`src/rtl/pong_pkg.sv`:
```
// Shared constants for the pong match logic: phase codes, player codes and
// parameter defaults used by match_ctl and its timer.
package pong_pkg;

  typedef logic [2:0] phase_t;
  typedef logic [1:0] player_t;

  localparam logic [2:0] PH_NEWGAME    = 3'd0;
  localparam logic [2:0] PH_WAIT_SERVE = 3'd1;
  localparam logic [2:0] PH_RALLY      = 3'd2;
  localparam logic [2:0] PH_POINT      = 3'd3;
  localparam logic [2:0] PH_PAUSE      = 3'd4;
  localparam logic [2:0] PH_OVER       = 3'd5;

  localparam logic [1:0] PLAYER_NONE = 2'b00;
  localparam logic [1:0] PLAYER_P1   = 2'b01;
  localparam logic [1:0] PLAYER_P2   = 2'b10;

  localparam int DEFAULT_PAUSE_CYCLES  = 65000000;
  localparam int DEFAULT_SERVE_TIMEOUT = 325000000;
  localparam int DEFAULT_CNT_W         = 29;

  // Scores are 2 bits wide, so a reachable winning score lies in 1..3.
  localparam int WIN_SCORE_MIN     = 1;
  localparam int WIN_SCORE_MAX     = 3;
  localparam int DEFAULT_WIN_SCORE = 3;

  // Score belonging to the given player; player 1 for anything but P2.
  function automatic logic [1:0] score_of(input player_t who,
                                          input logic [1:0] s1,
                                          input logic [1:0] s2);
    return (who == PLAYER_P2) ? s2 : s1;
  endfunction

endpackage

```
`src/rtl/match_ctl_if.sv`:
```
// Bundle between match_ctl and the surrounding game path (user inputs, ball
// controller, HUD). auto_serve exists only when AUTO_SERVE_EN is defined.
interface match_ctl_if;
  import pong_pkg::*;

  // Signalling: mouse_left and button are synchronised levels sampled every
  // pclk; game_rst and auto_serve are single-cycle pulses; all other outputs
  // are registered levels. There is no backpressure anywhere on this bundle.
  logic       mouse_left;
  logic       button;
  logic [1:0] score_p1;
  logic [1:0] score_p2;
  logic       start;
  logic       game_rst;
  phase_t     phase;
  logic       game_over;
  player_t    winner;
  player_t    last_scorer;
`ifdef AUTO_SERVE_EN
  logic       auto_serve;
`endif

  modport master (
    input  mouse_left, button, score_p1, score_p2,
    output start, game_rst, phase, game_over, winner, last_scorer
`ifdef AUTO_SERVE_EN
    , output auto_serve
`endif
  );

  modport slave (
    output mouse_left, button, score_p1, score_p2,
    input  start, game_rst, phase, game_over, winner, last_scorer
`ifdef AUTO_SERVE_EN
    , input auto_serve
`endif
  );

endinterface

```
`src/rtl/match_ctl_delay_timer.sv`:
```
// Loadable down-counter with a registered done flag that is high while the
// count sits at zero; the count holds at zero rather than wrapping.
module delay_timer #(
  parameter int CNT_W = 29
) (
  input  logic             pclk,
  input  logic             rst_n,
  input  logic             load,
  input  logic [CNT_W-1:0] value,
  output logic             done
);

  logic [CNT_W-1:0] count;

  // done is kept equal to (count == 0) by computing it from the next count.
  always_ff @(posedge pclk) begin
    if (!rst_n) begin
      count <= '0;
      done  <= 1'b1;
    end else if (load) begin
      count <= value;
      done  <= (value == '0);
    end else if (count != '0) begin
      count <= count - CNT_W'(1);
      done  <= (count == CNT_W'(1));
    end else begin
      done  <= 1'b1;
    end
  end

endmodule

```
`src/rtl/match_ctl.sv`:
```
// Match-level sequencer above the ball controller: new game, serve gating,
// point detection, inter-point pause and match over. Optional AUTO_SERVE_EN.
module match_ctl
  import pong_pkg::*;
#(
  parameter int PAUSE_CYCLES  = DEFAULT_PAUSE_CYCLES,
  parameter int WIN_SCORE     = DEFAULT_WIN_SCORE,
`ifdef AUTO_SERVE_EN
  parameter int SERVE_TIMEOUT = DEFAULT_SERVE_TIMEOUT,
`endif
  parameter int CNT_W         = DEFAULT_CNT_W
) (
  input  logic         pclk,
  input  logic         rst_n,
  match_ctl_if.master  bus
);

  localparam logic [CNT_W-1:0] PAUSE_LOAD = CNT_W'(PAUSE_CYCLES - 1);
  localparam logic [1:0]       WIN_CODE   = 2'(WIN_SCORE);
`ifdef AUTO_SERVE_EN
  localparam logic [CNT_W-1:0] SERVE_LOAD = CNT_W'(SERVE_TIMEOUT - 1);
`endif

  phase_t           state, state_d;
  logic             start_q, game_rst_q, game_over_q;
  player_t          winner_q, last_scorer_q;
  logic [1:0]       prev_p1, prev_p2;
  logic             tmr_load, tmr_done;
  logic [CNT_W-1:0] tmr_value;
  logic             p1_chg, p2_chg;
  logic [1:0]       scorer_score;
`ifdef AUTO_SERVE_EN
  logic             auto_q, auto_d;
`endif

  assign p1_chg       = (bus.score_p1 != prev_p1);
  assign p2_chg       = (bus.score_p2 != prev_p2);
  assign scorer_score = score_of(last_scorer_q, prev_p1, prev_p2);

  // Pause and serve timeout never overlap, so one counter serves both.
  delay_timer #(.CNT_W(CNT_W)) u_timer (
    .pclk  (pclk),
    .rst_n (rst_n),
    .load  (tmr_load),
    .value (tmr_value),
    .done  (tmr_done)
  );

  always_comb begin
    state_d   = state;
    tmr_load  = 1'b0;
    tmr_value = '0;
`ifdef AUTO_SERVE_EN
    auto_d    = 1'b0;
`endif
    case (state)
      // Out of reset NEWGAME spends one priming cycle so game_rst still pulses.
      PH_NEWGAME: begin
        if (game_rst_q) begin
          state_d = PH_WAIT_SERVE;
`ifdef AUTO_SERVE_EN
          tmr_load  = 1'b1;
          tmr_value = SERVE_LOAD;
`endif
        end
      end
      PH_WAIT_SERVE: begin
`ifdef AUTO_SERVE_EN
        if (bus.mouse_left || auto_q) begin
          state_d  = PH_RALLY;
          tmr_load = 1'b1;
        end else if (tmr_done) begin
          auto_d = 1'b1;
        end
`else
        if (bus.mouse_left) begin
          state_d = PH_RALLY;
        end
`endif
      end
      PH_RALLY: begin
        if (p1_chg || p2_chg) begin
          state_d = PH_POINT;
        end
      end
      PH_POINT: begin
        if (scorer_score == WIN_CODE) begin
          state_d = PH_OVER;
        end else begin
          state_d   = PH_PAUSE;
          tmr_load  = 1'b1;
          tmr_value = PAUSE_LOAD;
        end
      end
      PH_PAUSE: begin
        if (tmr_done) begin
          state_d = PH_WAIT_SERVE;
`ifdef AUTO_SERVE_EN
          tmr_load  = 1'b1;
          tmr_value = SERVE_LOAD;
`endif
        end
      end
      PH_OVER: state_d = PH_OVER;
      default: state_d = PH_NEWGAME;
    endcase

    // New-game request overrides everything else outside NEWGAME.
    if (bus.button && (state != PH_NEWGAME)) begin
      state_d   = PH_NEWGAME;
      tmr_load  = 1'b1;
      tmr_value = '0;
`ifdef AUTO_SERVE_EN
      auto_d    = 1'b0;
`endif
    end
  end

  always_ff @(posedge pclk) begin
    if (!rst_n) begin
      state         <= PH_NEWGAME;
      start_q       <= 1'b0;
      game_rst_q    <= 1'b0;
      game_over_q   <= 1'b0;
      winner_q      <= PLAYER_NONE;
      last_scorer_q <= PLAYER_NONE;
      prev_p1       <= 2'd0;
      prev_p2       <= 2'd0;
`ifdef AUTO_SERVE_EN
      auto_q        <= 1'b0;
`endif
    end else begin
      state       <= state_d;
      start_q     <= (state_d == PH_WAIT_SERVE);
      game_rst_q  <= (state_d == PH_NEWGAME);
      game_over_q <= (state_d == PH_OVER);
`ifdef AUTO_SERVE_EN
      auto_q      <= auto_d;
`endif
      // Score copies follow the ball controller except while a new game clears it.
      if (state == PH_NEWGAME) begin
        prev_p1 <= 2'd0;
        prev_p2 <= 2'd0;
      end else begin
        prev_p1 <= bus.score_p1;
        prev_p2 <= bus.score_p2;
      end
      if (state_d == PH_NEWGAME) begin
        winner_q      <= PLAYER_NONE;
        last_scorer_q <= PLAYER_NONE;
      end else begin
        if ((state == PH_RALLY) && (state_d == PH_POINT)) begin
          last_scorer_q <= p1_chg ? PLAYER_P1 : PLAYER_P2;
        end
        if ((state == PH_POINT) && (state_d == PH_OVER)) begin
          winner_q <= last_scorer_q;
        end
      end
    end
  end

  assign bus.phase       = state;
  assign bus.start       = start_q;
  assign bus.game_rst    = game_rst_q;
  assign bus.game_over   = game_over_q;
  assign bus.winner      = winner_q;
  assign bus.last_scorer = last_scorer_q;
`ifdef AUTO_SERVE_EN
  assign bus.auto_serve  = auto_q;
`endif

endmodule

```
`src/flat_wrapper.sv`:
```
// flat-port wrapper written by rule: the top's interface ports become plain ports
module match_ctl_flat import pong_pkg::*;
#(
  parameter int PAUSE_CYCLES  = DEFAULT_PAUSE_CYCLES,
  parameter int WIN_SCORE     = DEFAULT_WIN_SCORE,

  parameter int CNT_W         = DEFAULT_CNT_W
)
  (pclk, rst_n, bus_mouse_left, bus_button, bus_score_p1, bus_score_p2, bus_start, bus_game_rst, bus_phase, bus_game_over, bus_winner, bus_last_scorer);
  match_ctl_if bus_i ();
  input  logic pclk;
  input  logic rst_n;
  input wire logic [$bits(bus_i.mouse_left)-1:0] bus_mouse_left;
  input wire logic [$bits(bus_i.button)-1:0] bus_button;
  input wire logic [$bits(bus_i.score_p1)-1:0] bus_score_p1;
  input wire logic [$bits(bus_i.score_p2)-1:0] bus_score_p2;
  output wire logic [$bits(bus_i.start)-1:0] bus_start;
  output wire logic [$bits(bus_i.game_rst)-1:0] bus_game_rst;
  output wire logic [$bits(bus_i.phase)-1:0] bus_phase;
  output wire logic [$bits(bus_i.game_over)-1:0] bus_game_over;
  output wire logic [$bits(bus_i.winner)-1:0] bus_winner;
  output wire logic [$bits(bus_i.last_scorer)-1:0] bus_last_scorer;
  assign bus_i.mouse_left = bus_mouse_left;
  assign bus_i.button = bus_button;
  assign bus_i.score_p1 = bus_score_p1;
  assign bus_i.score_p2 = bus_score_p2;
  assign bus_start = bus_i.start;
  assign bus_game_rst = bus_i.game_rst;
  assign bus_phase = bus_i.phase;
  assign bus_game_over = bus_i.game_over;
  assign bus_winner = bus_i.winner;
  assign bus_last_scorer = bus_i.last_scorer;
  match_ctl #(.PAUSE_CYCLES(PAUSE_CYCLES), .WIN_SCORE(WIN_SCORE), .CNT_W(CNT_W)) u_core (.pclk(pclk), .rst_n(rst_n), .bus(bus_i));
endmodule
```
`config.mk`:
```
export PLATFORM = sky130hd
export DESIGN_NAME = match_ctl_flat
export DESIGN_NICKNAME = d
export VERILOG_FILES = /design/src/rtl/pong_pkg.sv /design/src/rtl/match_ctl_if.sv /design/src/rtl/match_ctl_delay_timer.sv /design/src/rtl/match_ctl.sv /design/src/flat_wrapper.sv
export SDC_FILE = /design/constraint.sdc
export NUM_CORES = 1
export LEC_CHECK = 0
export ABC_AREA = 0
export BUFFER_PORTS_ARGS = -buffer_cell sky130_fd_sc_hd__buf_4
export CORE_ASPECT_RATIO = 1.5
export CORE_MARGIN = 1
export CORE_UTILIZATION = 64
export DETAILED_ROUTE_END_ITERATION = 8
export GPL_TIMING_DRIVEN = 1
export PLACE_DENSITY = 0.84
export SYNTH_ARGS = -nofsm -noshare
export SYNTH_HDL_FRONTEND = slang
export SYNTH_SLANG_ARGS = --single-unit
```
`constraint.sdc`:
```
create_clock -name pclk -period 6 [get_ports pclk]
set_clock_uncertainty 0.05 [all_clocks]
set_input_delay 0.6 -clock pclk [delete_from_list [all_inputs] [get_ports pclk]]
set_output_delay 0.6 -clock pclk [all_outputs]
set_load 0.02 [all_outputs]
```
; ---- Yosys cells after proc, flatten, opt, wreduce, memory -nomap -nowiden
; Index checks and enable logic that the tools add are counted.
[op_classes]
addsub = 1
eq_ne = 13
n_mux = 19
n_bitwise = 1
n_reduce_logical = 12
[op_table]
columns = op, count
row1 = 29-bit 2-to-1 mux, 4
row2 = 29-bit by 1-bit == test with 1-bit output (second input constant), 1
row3 = 29-bit zero test, 1
row4 = 29-bit nonzero test, 1
row5 = 29-bit by 1-bit subtractor with 29-bit output (second input constant), 1
row6 = 26-bit 2-to-1 mux, 1
row7 = 3-bit one-hot mux with 6 select lines, 1
row8 = 3-bit 2-to-1 mux, 5
row9 = 3-bit by 2-bit == test with 1-bit output (second input constant), 3
row10 = 3-bit == test (second input constant), 3
row11 = 3-bit by 1-bit == test with 1-bit output (second input constant), 2
row12 = 3-bit zero test, 2
row13 = 1-bit 2-to-1 mux, 6
row14 = 2-bit == test (second input constant), 2
row15 = 2-bit 2-to-1 mux, 2
row16 = 2-bit inequality test, 2
row17 = 2-bit OR reduction, 2
row18 = 1-bit logical AND, 3
row19 = 3-bit nonzero test, 1
row20 = 2-bit nonzero test, 1
row21 = 1-bit logical OR, 1
row22 = 1-bit inverter, 1
[word_totals]
regBits = 44
in_bits = 8
out_inout_bits = 10
elab_cells = 56

; ---- Depth between registers and ports, before layout
[logic_depth]
depth_word = 8
depth_mapped = 9
depth_no_buf = 7

; ---- Modules after synthesis
; From an unflattened synthesis, not the netlist that was laid out.
[unflattened]
hier_cells = 309
area_unflattened_um2 = 2516.2
[modules_own_cells]
columns = module, n_inst, cells_per_inst, area_each_um2, seq_area_each_um2
row1 = delay_timer, 1, 218, 1769.2, 600.6
row2 = match_ctl, 1, 91, 747.0, 280.3

; ---- Worst setup path after synthesis
; OpenSTA, ideal clock, no wires.
[synth_timing]
kind = reg-to-reg
start = reg u_core.state[2] (netlist: u_core.bus.phase[2])
end = reg u_core.u_timer.count[8]
arrival_ns = 1.972
required_time_ns = 5.891
path_slack_ns = 3.919
path_stages_with_launch = 7
synth_period_minus_slack_ns = 2.081
cell_sequence = dfxtp_1 -> clkbuf_1 -> and3b_1 -> o211ai_1 -> nand3_1 -> or4_1 -> nand2_1
[synth_via]
elab_chain_cells = 4
word_cells_on_any_way = 9
classes_between = 1 x eq/ne / 5 x mux / 3 x reduce/logical
[synth_lines]
columns = item, line
row1 = start: declaration, match_ctl.sv:24  ; phase_t state, state_d;
row2 = start signal: assignment, match_ctl.sv:133  ; state <= state_d;
row3 = 3-bit by 2-bit == test with 1-bit output or 3-bit nonzero test (tied branches), "match_ctl.sv:56, match_ctl.sv:109"
row4 = 29-bit 2-to-1 mux (tied with other cells), match_ctl.sv:56  ; case (state)
row5 = 29-bit 2-to-1 mux or 1-bit 2-to-1 mux (tied branches), match_ctl.sv:109  ; if (bus.button && (state != PH_NEWGAME)) begin
row6 = 29-bit 2-to-1 mux or 2-bit nonzero test (tied branches), n/a
row7 = end signal: assignment, match_ctl_delay_timer.sv:21  ; count <= value;
row8 = end signal: assignment, match_ctl_delay_timer.sv:24  ; count <= count - CNT_W'(1);
row9 = end: declaration, match_ctl_delay_timer.sv:13  ; logic [CNT_W-1:0] count;
; Parallel ways exist; a longest one is shown, timed or not.
; A chain may end at the register's enable or synchronous reset.

; ---- Worst setup path in the final report
[layout_timing]
start = reg u_core.u_timer.count[0]
end = reg u_core.u_timer.count[14]
[layout_via]
elab_chain_cells = 3
word_cells_on_any_way = 5
classes_between = 1 x add/sub / 2 x mux / 2 x reduce/logical
[layout_lines]
columns = item, line
row1 = 29-bit by 1-bit subtractor with 29-bit output, match_ctl_delay_timer.sv:24
row2 = 29-bit 2-to-1 mux, match_ctl_delay_timer.sv:23  ; end else if (count != '0) begin
row3 = 29-bit 2-to-1 mux, match_ctl_delay_timer.sv:20  ; end else if (load) begin
; Parallel ways exist; a longest one is shown, timed or not. The select of a mux whose other input is x is not followed.

==> metrics.md <==
| Metric | Value |
|---|---|
| Maxcap violations | 0 |
| #FFs+latches synth | 44 |
| Post-Layout Cell Count | 318 |
| Reg2reg start | u_core.u_timer.count[0] |
| Antenna fix cells | 0 |
| Share of layout cells above drive strength 1 | 0.1413 |
| Via count | 2040 |
| # rows | 26 |
| CP Capture Type | register |
| Seq/Total Area, Yosys | 0.3803 |
| Worst-margin pin slew | 0.9759 ns |
| Die Area | 3868 µm² |
| Pre-CTS WS | 3.521 ns |
| Switching share of total power | 0.4565 |
| Critical Path Fanout Max | 7 |
| Core region area | 3416 µm² |
| Placer congestion estimate | 0.8360 |
| Syn Area/Cell | 8.806 µm² |
| Setup Fix Bufs, Post-CTS | 0 |
| Worst setup SP type | register |
| Setup ws final | 3.477 ns |
| I/O pin count | 18 |
| Slew headroom | 0.3480 |
| CTS tree | built |
| Comb power frac | 0.542 |
| Setup TNS | 0 ns |
| Most common cell after layout, fill and taps aside | dfxtp_1 |
| Placed instance count | 311 |
| CP required | 6.15 ns |
| Max VDD drop | 0.3439 mV |
| Min cycle time layout | 2.523 ns |
| Vias/cell | 6.415 |
| Worst Path Arrival | 2.67 ns |
| Static Leakage | 0.0009116 µW |
| FMAX | 396.3 MHz |
| Post-synth EDFFs | 0 |
| Prevailing post-synth register cell | dfxtp_1 |
| CTS root buf | clkbuf_8 |
| Fraction of the cycle the final worst path needs | 0.4206 |
| Initial antenna violation count | 0 |
| Routed wire per std cell | 16.05 µm |
| Routed Wire Length | 5104 µm |
| Clk_lat worst skew | 0.30 ns |
| Largest net degree at the start of global routing | 19 |
| Clock power frac | 0.120 |
| H-tree Lvls | 2 |
| Setup crit start | u_core.u_timer.count[0] |
| Hold crit path type | register to register |
| Hold_buf cts | 0 |
| Pins over their slew limit | 0 |
| Vias in the first global route | 1824 |
| Endpoints failing setup | 0 |
| Power per Cell Area | 580.1 nW/µm² |
| Die height | 75.68 µm |
| Most frequent cells in the layout | dfxtp_1, nand2_1, nor2_1, buf_4 |
| Cells after Synth | 263 |
| Yosys cell types | 55 |
| YS warnings | 0 |
| Nets | 287 |
| Die W | 51.12 µm |
| Clk buf depth | 2 |
| Outcome | completed |
| First-pass GRT wire length | 8100 µm |
| Switch Pwr | 660.9 µW |
| CTS sink cnt | 44 |
| RSZ-0062 raised after global routing | no |
| Mapped Area | 2316 µm² |
| Flop pwr share | 0.338 |
| Filler cells | 269 |
| Hpwl dp | 3720 µm |
| Tot Pwr | 1448 µW |
| Int Pwr | 787.0 µW |
| Number of buffers added on ports | 17 |
| 1st-iter DRT viols | 92 |
| GRT Overall Usage | 0.2808 |
| Reg clk slew, reported paths | 0.08 ns |
| Detail Route Antenna Nets | 0 |
| First-pass DRT Iterations | 4 |
| Final number of hold-violating endpoints | 0 |
| Post-cts resize count | 0 |
| Min-delay src | u_core.u_timer.count[28] |
| Area grow syn2layout | 7.779% |
| Starting Density | 0.6780 |
| CTS buffer count | 5 |
| Kind of critical path | register to register |
| Post-synth ARST share | 0 |
| # DRC | 0 |
| Grt total ovfl | 0 |
| Post-synth net total | 274 |
==> metal layers <==
metal,routed length (µm),share of wire,GRT usage
met4,145,0.028,0.1451
met5,0,0,0
met1,1970,0.39,0.2882
met2,2760,0.54,0.5380
met3,227,0.044,0.04591
==> worst max-delay path, cell delays in order (launching register included) <==
cell      delay (ns)
dfxtp_1         0.37
inv_1           0.10
ha_1            0.20
nor3b_1         0.81
nand3b_1        0.27
nor3b_1         0.32
nor3_1          0.07
a311oi_1        0.24
==> through the flow <==
| stage | utilization | hold WS (ns) | instance area, µm² |
|---|---|---|---|
| finish | 0.7308 | 0.4280 | 2496 |
| global route | 0.7308 | 0.4557 | 2496 |
| CTS | 0.7308 | 0.4287 | 2496 |
| detailed placement | 0.7081 | 0.4170 | 2419 |
| global placement | 0.7081 | 0.4015 | 2419 |
| floorplan | - | 0.3890 | 2316 |
==> state kept, by name, summed over array words and instances (netlist names) <==
signal and count:
u_core.bus.phase 3, u_core.bus.game_over 1, u_core.u_timer.count 29, u_core.bus.winner 2, u_core.prev_p2 2, u_core.u_timer.done 1
u_core.bus.last_scorer 2, u_core.bus.game_rst 1, u_core.bus.start 1, u_core.prev_p1 2
==> layout make-up <==
cell class | instances | area (µm²) | area share
Multi-Input combinational cell | 200 | 1328 | 0.5318
Sequential cell | 44 | 880.8 | 0.3529
Timing Repair Buffer | 17 | 127.6 | 0.05113
Clock buffer | 6 | 72.57 | 0.02907
Tap cell | 42 | 52.55 | 0.02105
Inverter | 8 | 30.03 | 0.01203
Clock inverter | 1 | 5.005 | 0.002005
==> synthesized netlist by cell type (2+ instances only) <==
library cell / count / area share
nor3b_1: 3 / 0.0097
nand3_1: 6 / 0.013
dfxtp_1: 44 / 0.38
ha_1: 3 / 0.016
xnor2_1: 8 / 0.030
nand2_1: 22 / 0.036
clkbuf_1: 4 / 0.0065
xor2_1: 4 / 0.015
and2_1: 6 / 0.016
o21ai_1: 6 / 0.013
nor3_2: 2 / 0.0086
or4_1: 5 / 0.016
a311oi_1: 3 / 0.011
nand4b_1: 3 / 0.011
a211oi_1: 4 / 0.013
or3_1: 13 / 0.035
buf_2: 4 / 0.0086
and4_1: 3 / 0.011
nor2_1: 21 / 0.034
nor4_1: 3 / 0.0081
mux2i_1: 6 / 0.026
nand3b_1: 2 / 0.0065
nor4_2: 3 / 0.016
o21ai_0: 3 / 0.0065
a211o_1: 2 / 0.0076
o211ai_1: 3 / 0.0097
a31oi_1: 3 / 0.0081
buf_6: 2 / 0.0097
inv_1: 8 / 0.013
a21oi_1: 16 / 0.035
o21a_1: 2 / 0.0065
nor3_1: 16 / 0.035
nand4_1: 3 / 0.0081
a221oi_2: 2 / 0.013
o311ai_0: 2 / 0.0076
nor2b_1: 4 / 0.011
==> power groups by stage <==
stage / registers [µW] / clock network, µW / logic [µW]
6_report: 489 / 174 / 785
5_1_grt: 501 / 186 / 869
4_1_cts: 486 / 176 / 780
3_5_place_dp: 492 / 0 / 777
3_3_place_gp: 487 / 0 / 762
2_1_floorplan: 473 / 0 / 658
==> cell families (layout without fill, tap and decap cells) <==
group / count (synthesis) / after routing / synth area share
compound gates: 54 / 54 / 0.1669
xor+xnor: 12 / 12 / 0.04538
flops: 44 / 44 / 0.3803
mux: 6 / 6 / 0.02593
simple gates: 125 / 125 / 0.3188
buf+inv: 19 / 32 / 0.04646
fa+ha+maj: 3 / 3 / 0.01621
==> path summary, 6_finish.rpt <==
check / cells after the start / to / slack (ns)
hold reg to reg: 2 / u_core.u_timer.count[28] / 0.43
setup / recovery: 7 / u_core.u_timer.count[14] / 3.48
setup reg to reg: 7 / u_core.u_timer.count[14] / 3.48
hold / removal: 2 / u_core.u_timer.count[28] / 0.43
Note: power is estimated with default switching activity, not from simulation.
